### config.mk
export PLATFORM = sky130hd
export DESIGN_NAME = pwalk_mem_port_flat
export DESIGN_NICKNAME = d
export VERILOG_FILES = /design/src/rtl/pwalk_mem_port_if.sv /design/src/rtl/pwalk_mem_port.sv /design/src/flat_wrapper.sv
export SDC_FILE = /design/constraint.sdc
export NUM_CORES = 1
export LEC_CHECK = 0
export CAP_MARGIN = 20
export CELL_PAD_IN_SITES_DETAIL_PLACEMENT = 0
export CELL_PAD_IN_SITES_GLOBAL_PLACEMENT = 1
export CORE_MARGIN = 3
export CORE_UTILIZATION = 33
export DETAILED_ROUTE_END_ITERATION = 7
export PLACE_DENSITY_LB_ADDON = 0.2
export SLEW_MARGIN = 20
export SYNTH_ARGS = -nofsm -noshare
export SYNTH_HDL_FRONTEND = slang
export SYNTH_SLANG_ARGS = --single-unit
### constraint.sdc
create_clock -name clk -period 5.1 [get_ports clk]
set_input_delay 1.02 -clock clk [delete_from_list [all_inputs] [get_ports clk]]
set_output_delay 1.02 -clock clk [all_outputs]
set_load 0.02 [all_outputs]
### src/rtl/pwalk_mem_port_if.sv
// Walker request/response and L1 read-port signals between the page-table walker
// environment and the memory-side responder.
interface pwalk_mem_port_if;
  logic         except;
  logic         req_bus;
  logic         mOp_en;
  logic [8:0]   mOp_register;
  logic [35:0]  mOp_addrEven;
  logic [35:0]  mOp_addrOdd;
  logic [4:0]   mOp_bank0;
  logic         mOp_odd;
  logic         bus_hold;
  logic         cache_req;
  logic [39:0]  cache_addr;
  logic         cache_gnt;
  logic         cache_rsp_vld;
  logic         cache_rsp_hit;
  logic [127:0] cache_rsp_data;
  logic         FUHit;
  logic [8:0]   FUreg;
  logic [127:0] data_out;

  modport master (
    output except, req_bus, mOp_en, mOp_register, mOp_addrEven, mOp_addrOdd,
           mOp_bank0, mOp_odd, cache_gnt, cache_rsp_vld, cache_rsp_hit, cache_rsp_data,
    input  bus_hold, cache_req, cache_addr, FUHit, FUreg, data_out
  );

  modport slave (
    input  except, req_bus, mOp_en, mOp_register, mOp_addrEven, mOp_addrOdd,
           mOp_bank0, mOp_odd, cache_gnt, cache_rsp_vld, cache_rsp_hit, cache_rsp_data,
    output bus_hold, cache_req, cache_addr, FUHit, FUreg, data_out
  );
endinterface

### src/rtl/pwalk_mem_port.sv
// Memory-side responder for page-table walker reads: one outstanding read, forwarded to
// the L1 read port with miss backoff/retry, answered with a one-cycle FUHit strobe.
module pwalk_mem_port #(
  parameter logic [8:0] WALK_REG  = 9'h1fc,
  parameter int         RETRY_DLY = 4,
  parameter int         MAX_RETRY = 8
) (
  input  logic             clk,
  input  logic             rst,
  pwalk_mem_port_if.slave  bus
);

  localparam logic [3:0] RETRY_DLY_C = 4'(RETRY_DLY);
  localparam logic [3:0] MAX_RETRY_C = 4'(MAX_RETRY);

  typedef enum logic [2:0] {IDLE, REQ, WAIT, BACKOFF, RESP} state_t;

  state_t      state;
  state_t      state_n;
  logic [3:0]  retry_cnt;
  logic [3:0]  retry_nxt;
  logic [3:0]  bo_cnt;
  logic        drop_pend;
  logic [8:0]  tag_q;
  logic        accept;
  logic        abort_inflight;
  logic [43:0] pa;

  assign pa = {bus.mOp_odd ? bus.mOp_addrOdd : bus.mOp_addrEven,
               bus.mOp_odd, bus.mOp_bank0, 2'b00};
  assign retry_nxt = retry_cnt + 4'd1;

  assign accept = (state == IDLE) && bus.req_bus && bus.mOp_en &&
                  (bus.mOp_register == WALK_REG) && !bus.except && !drop_pend;

  // A read the cache has already taken must have its response swallowed later; a
  // response arriving in the abort cycle itself is the one we would have waited for.
  assign abort_inflight = bus.except &&
                          (((state == WAIT) && !bus.cache_rsp_vld) ||
                           ((state == REQ) && bus.cache_gnt));

  assign bus.cache_req = (state == REQ);
  assign bus.FUHit     = (state == RESP);
  assign bus.bus_hold  = (state != IDLE) || drop_pend;

  always_comb begin
    state_n = state;
    if (bus.except) begin
      state_n = IDLE;
    end else begin
      case (state)
        IDLE:    if (accept) state_n = REQ;
        REQ:     if (bus.cache_gnt) state_n = WAIT;
        WAIT: begin
          if (bus.cache_rsp_vld) begin
            if (bus.cache_rsp_hit || (retry_nxt == MAX_RETRY_C)) state_n = RESP;
            else                                                   state_n = BACKOFF;
          end
        end
        BACKOFF: if (bo_cnt == 4'd1) state_n = REQ;
        RESP:    state_n = IDLE;
        default: state_n = IDLE;
      endcase
    end
  end

  always_ff @(posedge clk) begin
    if (rst) begin
      state          <= IDLE;
      retry_cnt      <= 4'd0;
      bo_cnt         <= 4'd0;
      drop_pend      <= 1'b0;
      tag_q          <= 9'd0;
      bus.cache_addr <= 40'd0;
      bus.FUreg      <= 9'd0;
      bus.data_out   <= 128'd0;
    end else begin
      state <= state_n;
      if (drop_pend && bus.cache_rsp_vld) drop_pend <= 1'b0;
      else if (abort_inflight)            drop_pend <= 1'b1;

      if (bus.except) begin
        retry_cnt <= 4'd0;
        bo_cnt    <= 4'd0;
      end else begin
        case (state)
          IDLE: begin
            if (accept) begin
              bus.cache_addr <= pa[43:4];
              tag_q          <= bus.mOp_register;
              retry_cnt      <= 4'd0;
            end
          end
          WAIT: begin
            if (bus.cache_rsp_vld) begin
              if (bus.cache_rsp_hit) begin
                bus.data_out <= bus.cache_rsp_data;
                bus.FUreg    <= tag_q;
              end else begin
                retry_cnt <= retry_nxt;
                // Exhausted retries answer with zero data so the walker faults the page.
                if (retry_nxt == MAX_RETRY_C) begin
                  bus.data_out <= 128'd0;
                  bus.FUreg    <= tag_q;
                end else begin
                  bo_cnt <= RETRY_DLY_C;
                end
              end
            end
          end
          BACKOFF: bo_cnt <= bo_cnt - 4'd1;
          default: ;
        endcase
      end
    end
  end

  stray_rsp_chk: assert property (@(posedge clk) disable iff (rst)
    bus.cache_rsp_vld |-> ((state == WAIT) || drop_pend));

endmodule

### src/flat_wrapper.sv
// flat-port wrapper written by rule: the top's interface ports become plain ports
module pwalk_mem_port_flat 
#(
  parameter logic [8:0] WALK_REG  = 9'h1fc,
  parameter int         RETRY_DLY = 4,
  parameter int         MAX_RETRY = 8
)
  (clk, rst, bus_except, bus_req_bus, bus_mOp_en, bus_mOp_register, bus_mOp_addrEven, bus_mOp_addrOdd, bus_mOp_bank0, bus_mOp_odd, bus_cache_gnt, bus_cache_rsp_vld, bus_cache_rsp_hit, bus_cache_rsp_data, bus_bus_hold, bus_cache_req, bus_cache_addr, bus_FUHit, bus_FUreg, bus_data_out);
  pwalk_mem_port_if bus_i ();
  input  logic clk;
  input  logic rst;
  input wire logic [$bits(bus_i.except)-1:0] bus_except;
  input wire logic [$bits(bus_i.req_bus)-1:0] bus_req_bus;
  input wire logic [$bits(bus_i.mOp_en)-1:0] bus_mOp_en;
  input wire logic [$bits(bus_i.mOp_register)-1:0] bus_mOp_register;
  input wire logic [$bits(bus_i.mOp_addrEven)-1:0] bus_mOp_addrEven;
  input wire logic [$bits(bus_i.mOp_addrOdd)-1:0] bus_mOp_addrOdd;
  input wire logic [$bits(bus_i.mOp_bank0)-1:0] bus_mOp_bank0;
  input wire logic [$bits(bus_i.mOp_odd)-1:0] bus_mOp_odd;
  input wire logic [$bits(bus_i.cache_gnt)-1:0] bus_cache_gnt;
  input wire logic [$bits(bus_i.cache_rsp_vld)-1:0] bus_cache_rsp_vld;
  input wire logic [$bits(bus_i.cache_rsp_hit)-1:0] bus_cache_rsp_hit;
  input wire logic [$bits(bus_i.cache_rsp_data)-1:0] bus_cache_rsp_data;
  output wire logic [$bits(bus_i.bus_hold)-1:0] bus_bus_hold;
  output wire logic [$bits(bus_i.cache_req)-1:0] bus_cache_req;
  output wire logic [$bits(bus_i.cache_addr)-1:0] bus_cache_addr;
  output wire logic [$bits(bus_i.FUHit)-1:0] bus_FUHit;
  output wire logic [$bits(bus_i.FUreg)-1:0] bus_FUreg;
  output wire logic [$bits(bus_i.data_out)-1:0] bus_data_out;
  assign bus_i.except = bus_except;
  assign bus_i.req_bus = bus_req_bus;
  assign bus_i.mOp_en = bus_mOp_en;
  assign bus_i.mOp_register = bus_mOp_register;
  assign bus_i.mOp_addrEven = bus_mOp_addrEven;
  assign bus_i.mOp_addrOdd = bus_mOp_addrOdd;
  assign bus_i.mOp_bank0 = bus_mOp_bank0;
  assign bus_i.mOp_odd = bus_mOp_odd;
  assign bus_i.cache_gnt = bus_cache_gnt;
  assign bus_i.cache_rsp_vld = bus_cache_rsp_vld;
  assign bus_i.cache_rsp_hit = bus_cache_rsp_hit;
  assign bus_i.cache_rsp_data = bus_cache_rsp_data;
  assign bus_bus_hold = bus_i.bus_hold;
  assign bus_cache_req = bus_i.cache_req;
  assign bus_cache_addr = bus_i.cache_addr;
  assign bus_FUHit = bus_i.FUHit;
  assign bus_FUreg = bus_i.FUreg;
  assign bus_data_out = bus_i.data_out;
  pwalk_mem_port #(.WALK_REG(WALK_REG), .RETRY_DLY(RETRY_DLY), .MAX_RETRY(MAX_RETRY)) u_core (.clk(clk), .rst(rst), .bus(bus_i));
endmodule
==> After elaboration in Yosys (flattened, before gate mapping) <==
Index checks and enable logic that the tools add are counted.
W data, S select, Z words.
{ "word_totals": {"reg_bits": 198, "in_bits": 223, "wordCells": 70} }
{ "classes": {"n_addsub": 2, "n_eq_ne": 13, "n_mux": 19, "bitwise": 1, "reduce_logical": 27} }
{ "ops": {"columns": ["op", "count"], "rows": [
  ["$mux W128", 2],
  ["$mux W36", 1],
  ["$mux W4", 6],
  ["$mux W9", 2],
  ["$pmux W4 S2", 2],
  ["$reduce_and A4 Y1", 4],
  ["$mux W3", 5],
  ["$pmux W3 S4", 1],
  ["$eq A9 B9 Y1 const B", 1],
  ["$logic_and A1 B1 Y1", 9],
  ["$ne A2 B2 Y1 const B", 4],
  ["$eq A3 B2 Y1 const B", 2],
  ["$reduce_bool A2 Y1", 3],
  ["$add A4 B1 Y4 const B", 1],
  ["$eq A4 B1 Y1 const B", 1],
  ["$eq A4 B4 Y1 const B", 1],
  ["$ne A2 B1 Y1 const B", 2],
  ["$reduce_or A2 Y1", 2],
  ["$sub A4 B1 Y4 const B", 1],
  ["$eq A3 B1 Y1 const B", 1],
  ["$eq A3 B3 Y1 const B", 1],
  ["$logic_not A1 Y1", 3],
  ["$logic_not A3 Y1", 1],
  ["$logic_or A1 B1 Y1", 3],
  ["other kinds (3)", 3]
]} }

==> Longest topological paths before layout <==
{ "depth": {"word_depth": 8, "mapped_depth": 7} }

==> Least setup slack after synthesis <==
OpenSTA, ideal clock, no wires.
{ "synth_path": {"path_kind": "input -> register", "startpoint": "in bus_mOp_register[0]", "endpoint": "reg u_core.bus.cache_addr[38]", "t_arrival_ps": 2158, "path_slack_ps": 2807, "stages": 6, "path_buffers": 2, "cell_sequence": "nor4bb_1 -> nand4_1 -> nor2_1 -> buf_2 -> buf_4 -> a211oi_1"} }
{ "synth_via": {"elab_chain_cells": 5} }
{ "synth_lines": {"columns": ["element", "line_no", "source"], "rows": [
  ["start, declared", "flat_wrapper.sv:15", "input wire logic [$bits(bus_i.mOp_register)-1:0] bus_mOp_register;"],
  ["$eq A9 B9 Y1", "pwalk_mem_port.sv:34", "(bus.mOp_register == WALK_REG) && !bus.except && !drop_pend;"],
  ["$logic_and A1 B1 Y1", "pwalk_mem_port.sv:33", "assign accept = (state == IDLE) && bus.req_bus && bus.mOp_en &&"],
  ["$logic_and A1 B1 Y1 (2 in series)", "pwalk_mem_port.sv:34", null],
  ["$reduce_and A3 Y1 (no source line)", null, null],
  ["end signal, assigned", "pwalk_mem_port.sv:89", "bus.cache_addr <= pa[43:4];"],
  ["end, declared", "pwalk_mem_port_if.sv:32", "output bus_hold, cache_req, cache_addr, FUHit, FUreg, data_out"]
]} }
No other way between the ends.
A chain may end at the register's enable or synchronous reset.

==> Worst setup path after layout <==
{ "layout_path": {"startpoint": "reg u_core.state[0]", "endpoint": "out bus_cache_req"} }
{ "layout_via": {"elab_chain_cells": 1} }
{ "layout_lines": {"columns": ["element", "line_no", "source"], "rows": [
  ["start, declared", "pwalk_mem_port.sv:18", "state_t state;"],
  ["start signal, assigned", "pwalk_mem_port.sv:78", "state <= state_n;"],
  ["$eq A3 B1 Y1", "pwalk_mem_port.sv:42", "assign bus.cache_req = (state == REQ);"],
  ["end, declared", "flat_wrapper.sv:25", "output wire logic [$bits(bus_i.cache_req)-1:0] bus_cache_req;"]
]} }
No other way between the ends.

==> key figures <==
Run status
  • Status: finished clean

Power
  • Cell Pwr Density: 236 nW/um^2
  • Maximum vdd drop: 236 uV
  • Reported leakage power: 4.20 nW

Global route
  • Aggregate global routing overflow: 0
  • Fraction of met2 tracks used by global routing: 0.332
  • Vias in the first global route: 8,411
  • Initial antenna violation count: 1
  • Global-route wire length before repair: 48.5 mm
  • Global-route met1 utilization: 0.269
  • Largest net degree at the start of global routing: 80
  • Grt met3 use: 0.0661
  • Routing layer with the top usage in global route: met2
  • Global routing usage summed across all routing layers: 0.206

Worst setup path
  • Cell Chain, Critical Path: nor3b_1, clkdlybuf4s50_1
  • Startpoint kind of the worst setup timing path: flop
  • Worst Setup Path Type: flop to output pin
  • Category of cells accounting for the largest share of critical-path delay: buffers and inverters
  • Largest fanout on the critical path: 12
  • Cell with the biggest individual delay on the critical path: clkdlybuf4s50_1
  • Type of element capturing the critical path: output pin
  • Delay of the slowest critical-path stage: 700 ps
  • Number of buffer and inverter instances along the worst setup path: 1
  • Arrival time at the worst endpoint: 2200 ps
  • Required time of the worst setup path: 4080 ps

Yosys
  • Largest area contributor in the netlist: dfxtp_1
  • Most instantiated cells after synthesis: dfxtp_1 (198), a21oi_1 (186), nand4_1 (130), nand3_2 (120), clkbuf_1 (62)
  • Cell types with the largest area share after synthesis: dfxtp_1 (44%), nand3_2 (13%), a21oi_1 (10%)
  • Library cells used by synthesis: 44
  • Share of synthesized area occupied by flip-flops and latches: 0.440
  • Number of synthesized register bits: 198
  • Yosys warns: 0
  • Post-synth top flop: dfxtp_1
  • Number of flops mapped to enable cells by yosys: 0
  • Most common cell in the netlist: dfxtp_1
  • Post-synthesis instance total: 955
  • Fraction of synthesis flops using an asynchronous set or reset pin: 0
  • Post-synth top area share: 0.440
  • Average cell area after synthesis: 9.42 sq um
  • Total standard cell area after synthesis: 9000 sq um
  • Synthesized Nets: 1,181

Layout
  • Nets: 1,494
  • Filler cell count in the final layout: 2,512
  • Ratio of cells with drive above 1 in the final layout: 0.148
  • P&R area growth vs syn: 50.7%
  • Design area: 13,600 sq um

Clock network
  • Clock Tree Buf Depth: 2
  • Hold buffers post-CTS: 0
  • Number of gates resized after CTS: 0
  • Cell chosen for the clock root: clkbuf_16
  • H-tree levels: 4
  • TritonCTS buffer count: 17
  • # Post-CTS Setup Buffers: 0
  • Clock tree sinks: 198
  • Clk slew on worst S/H paths: 80 ps
  • Clock tree from TritonCTS: done
  • Source-to-sink clock delay at the later pin of the worst-skew pair: 440 ps

Route
  • Remaining number of nets flagged by the antenna check after routing: 0
  • Drt initial violations: 646
  • Detailed Route WL: 32.0 mm
  • Remaining DRCs: 0
  • Iteration count of the initial detailed-routing pass: 4
  • Via-per-instance ratio: 5.36
  • Average detailed-routed wire length per instance: 19.8 um
  • Count of vias placed by the detailed router: 8,669

Floorplan
  • Die ar.: 29,300 sq um
  • Num rows: 59
  • Boundary Pins: 403
  • Initial Util: 0.340
  • Die Y: 171 um
  • Horizontal die dimension: 171 um
  • Core area: 26,400 sq um

STA
  • Normalized max-slew margin: 0.250
  • Highest clock frequency the design can meet: 310 MHz
  • Final hold violation count: 0
  • Unrepaired setup endpoints after global routing: no
  • Post-route minimum period: 3220 ps
  • Share of the clock period used by the worst path after layout: 0.632
  • Count of endpoints failing setup in the final report: 0
  • Setup TNS: 0 ps
  • Actual slew at the worst max-slew pin: 1120 ps
  • Worst clock skew: 15.2 ps
  • Pins Over Slew Limit: 0

Worst hold path
  • Path class of the lowest-slack min-delay path: flop to flop

Placed design
  • Number of I/O port buffers: 400
  • Weighted congestion reported at the end of routability-driven placement: 0.763
  • HPWL after detailed placement: 20.7 mm
  • Placed cell areas: 13,000 sq um

Run
  • Total of max-cap violations: 0
## routing by layer
| metal | vias to the layer above | wire, um |
|---|---|---|
| li1 | 4213 | - |
| met5 | - | 0 |
| met3 | 29 | 2440 |
| met2 | 288 | 15300 |
| met4 | 0 | 507 |
| met1 | 4139 | 13800 |
## tightest hold or removal path: stages, from the launching register on
cell,delay (ps)
dfxtp_1,320
nand3_2,60
a21oi_2,40
## state kept, by name (all words and copies together), names as in the netlist
name,cells
u_core.state,3
u_core.bus.data_out,128
u_core.tag_q,9
u_core.bus.cache_addr,40
u_core.bo_cnt,4
u_core.retry_cnt,4
u_core.bus.FUreg,9
u_core.drop_pend,1
## cell families after synthesis
kind of cell | after synthesis | share of synthesized area
simple gates | 325 | 0.271
compound gates | 265 | 0.169
flops | 198 | 0.440
buf+inv | 126 | 0.0724
mux | 37 | 0.0412
fa+ha+maj | 3 | 0.00417
xor+xnor | 1 | 0.000973
## path summary, 6_finish.rpt
check / from / end / slack, ps / cells after the start
worst max register to register: u_core.state[1] / u_core.retry_cnt[2] / 2110 / 6
worst min-delay path: u_core.bus.data_out[68] / u_core.bus.data_out[68] / 460 / 2
worst max-delay path: u_core.state[0] / bus_cache_req / 1880 / 2
worst min register to register: u_core.bus.data_out[68] / u_core.bus.data_out[68] / 460 / 2
## layout by cell type (no fill, tap or decap), drive strengths merged, types with 2 or more instances in the layout
master / netlist / final
nor2: 12 / 12
nand2b: 3 / 3
inv: 5 / 13
clkinv: 0 / 4
nor3b: 6 / 6
nand3b: 2 / 2
a21oi: 197 / 197
o2111ai: 8 / 8
dfxtp: 198 / 198
clkdlybuf4s50: 0 / 397
nor3: 4 / 4
and4: 2 / 2
clkbuf: 62 / 18
o21ai: 12 / 12
nand4: 130 / 130
or2: 2 / 2
nor2b: 5 / 5
mux2i: 37 / 37
nand3: 144 / 144
ha: 3 / 3
buf: 59 / 18
nand2: 6 / 6
or3: 2 / 2
a211oi: 41 / 41
## area by class of cell
cell class	instances	area, sq um	share of cell area
Inverter	5	18.8	0.00138
Sequential cell	198	3960	0.292
Clock inverter	14	161	0.0119
Tap cell	335	419	0.0309
Clock buffer	18	429	0.0317
Timing Repair Buffer	415	4140	0.305
Multi-Input combinational cell	631	4430	0.327
Antenna cell	1	2.50	0.000185
## power by group
group	switching (W)	internal [W]	leakage (nW)
Clock	0.000675	0.000702	0.288
Sequential	0.0000000733	0.00154	1.59
Combinational	0.000108	0.000167	2.32
## metrics by stage
step | cells | hold WS [ps] | worst slack (ps) | utilization | total power [W]
after floorplan | 955 | 433 | 2810 | - | 0.00166
after CTS | 1616 | 461 | 1860 | 0.513 | 0.00324
after global placement | 1584 | 445 | 1540 | 0.491 | 0.00186
final | 1617 | 457 | 1880 | 0.513 | 0.00320
after global routing | 1617 | 479 | 1740 | 0.513 | 0.00331
after detailed placement | 1584 | 449 | 1530 | 0.491 | 0.00186
(Power assumes the default switching activity.)
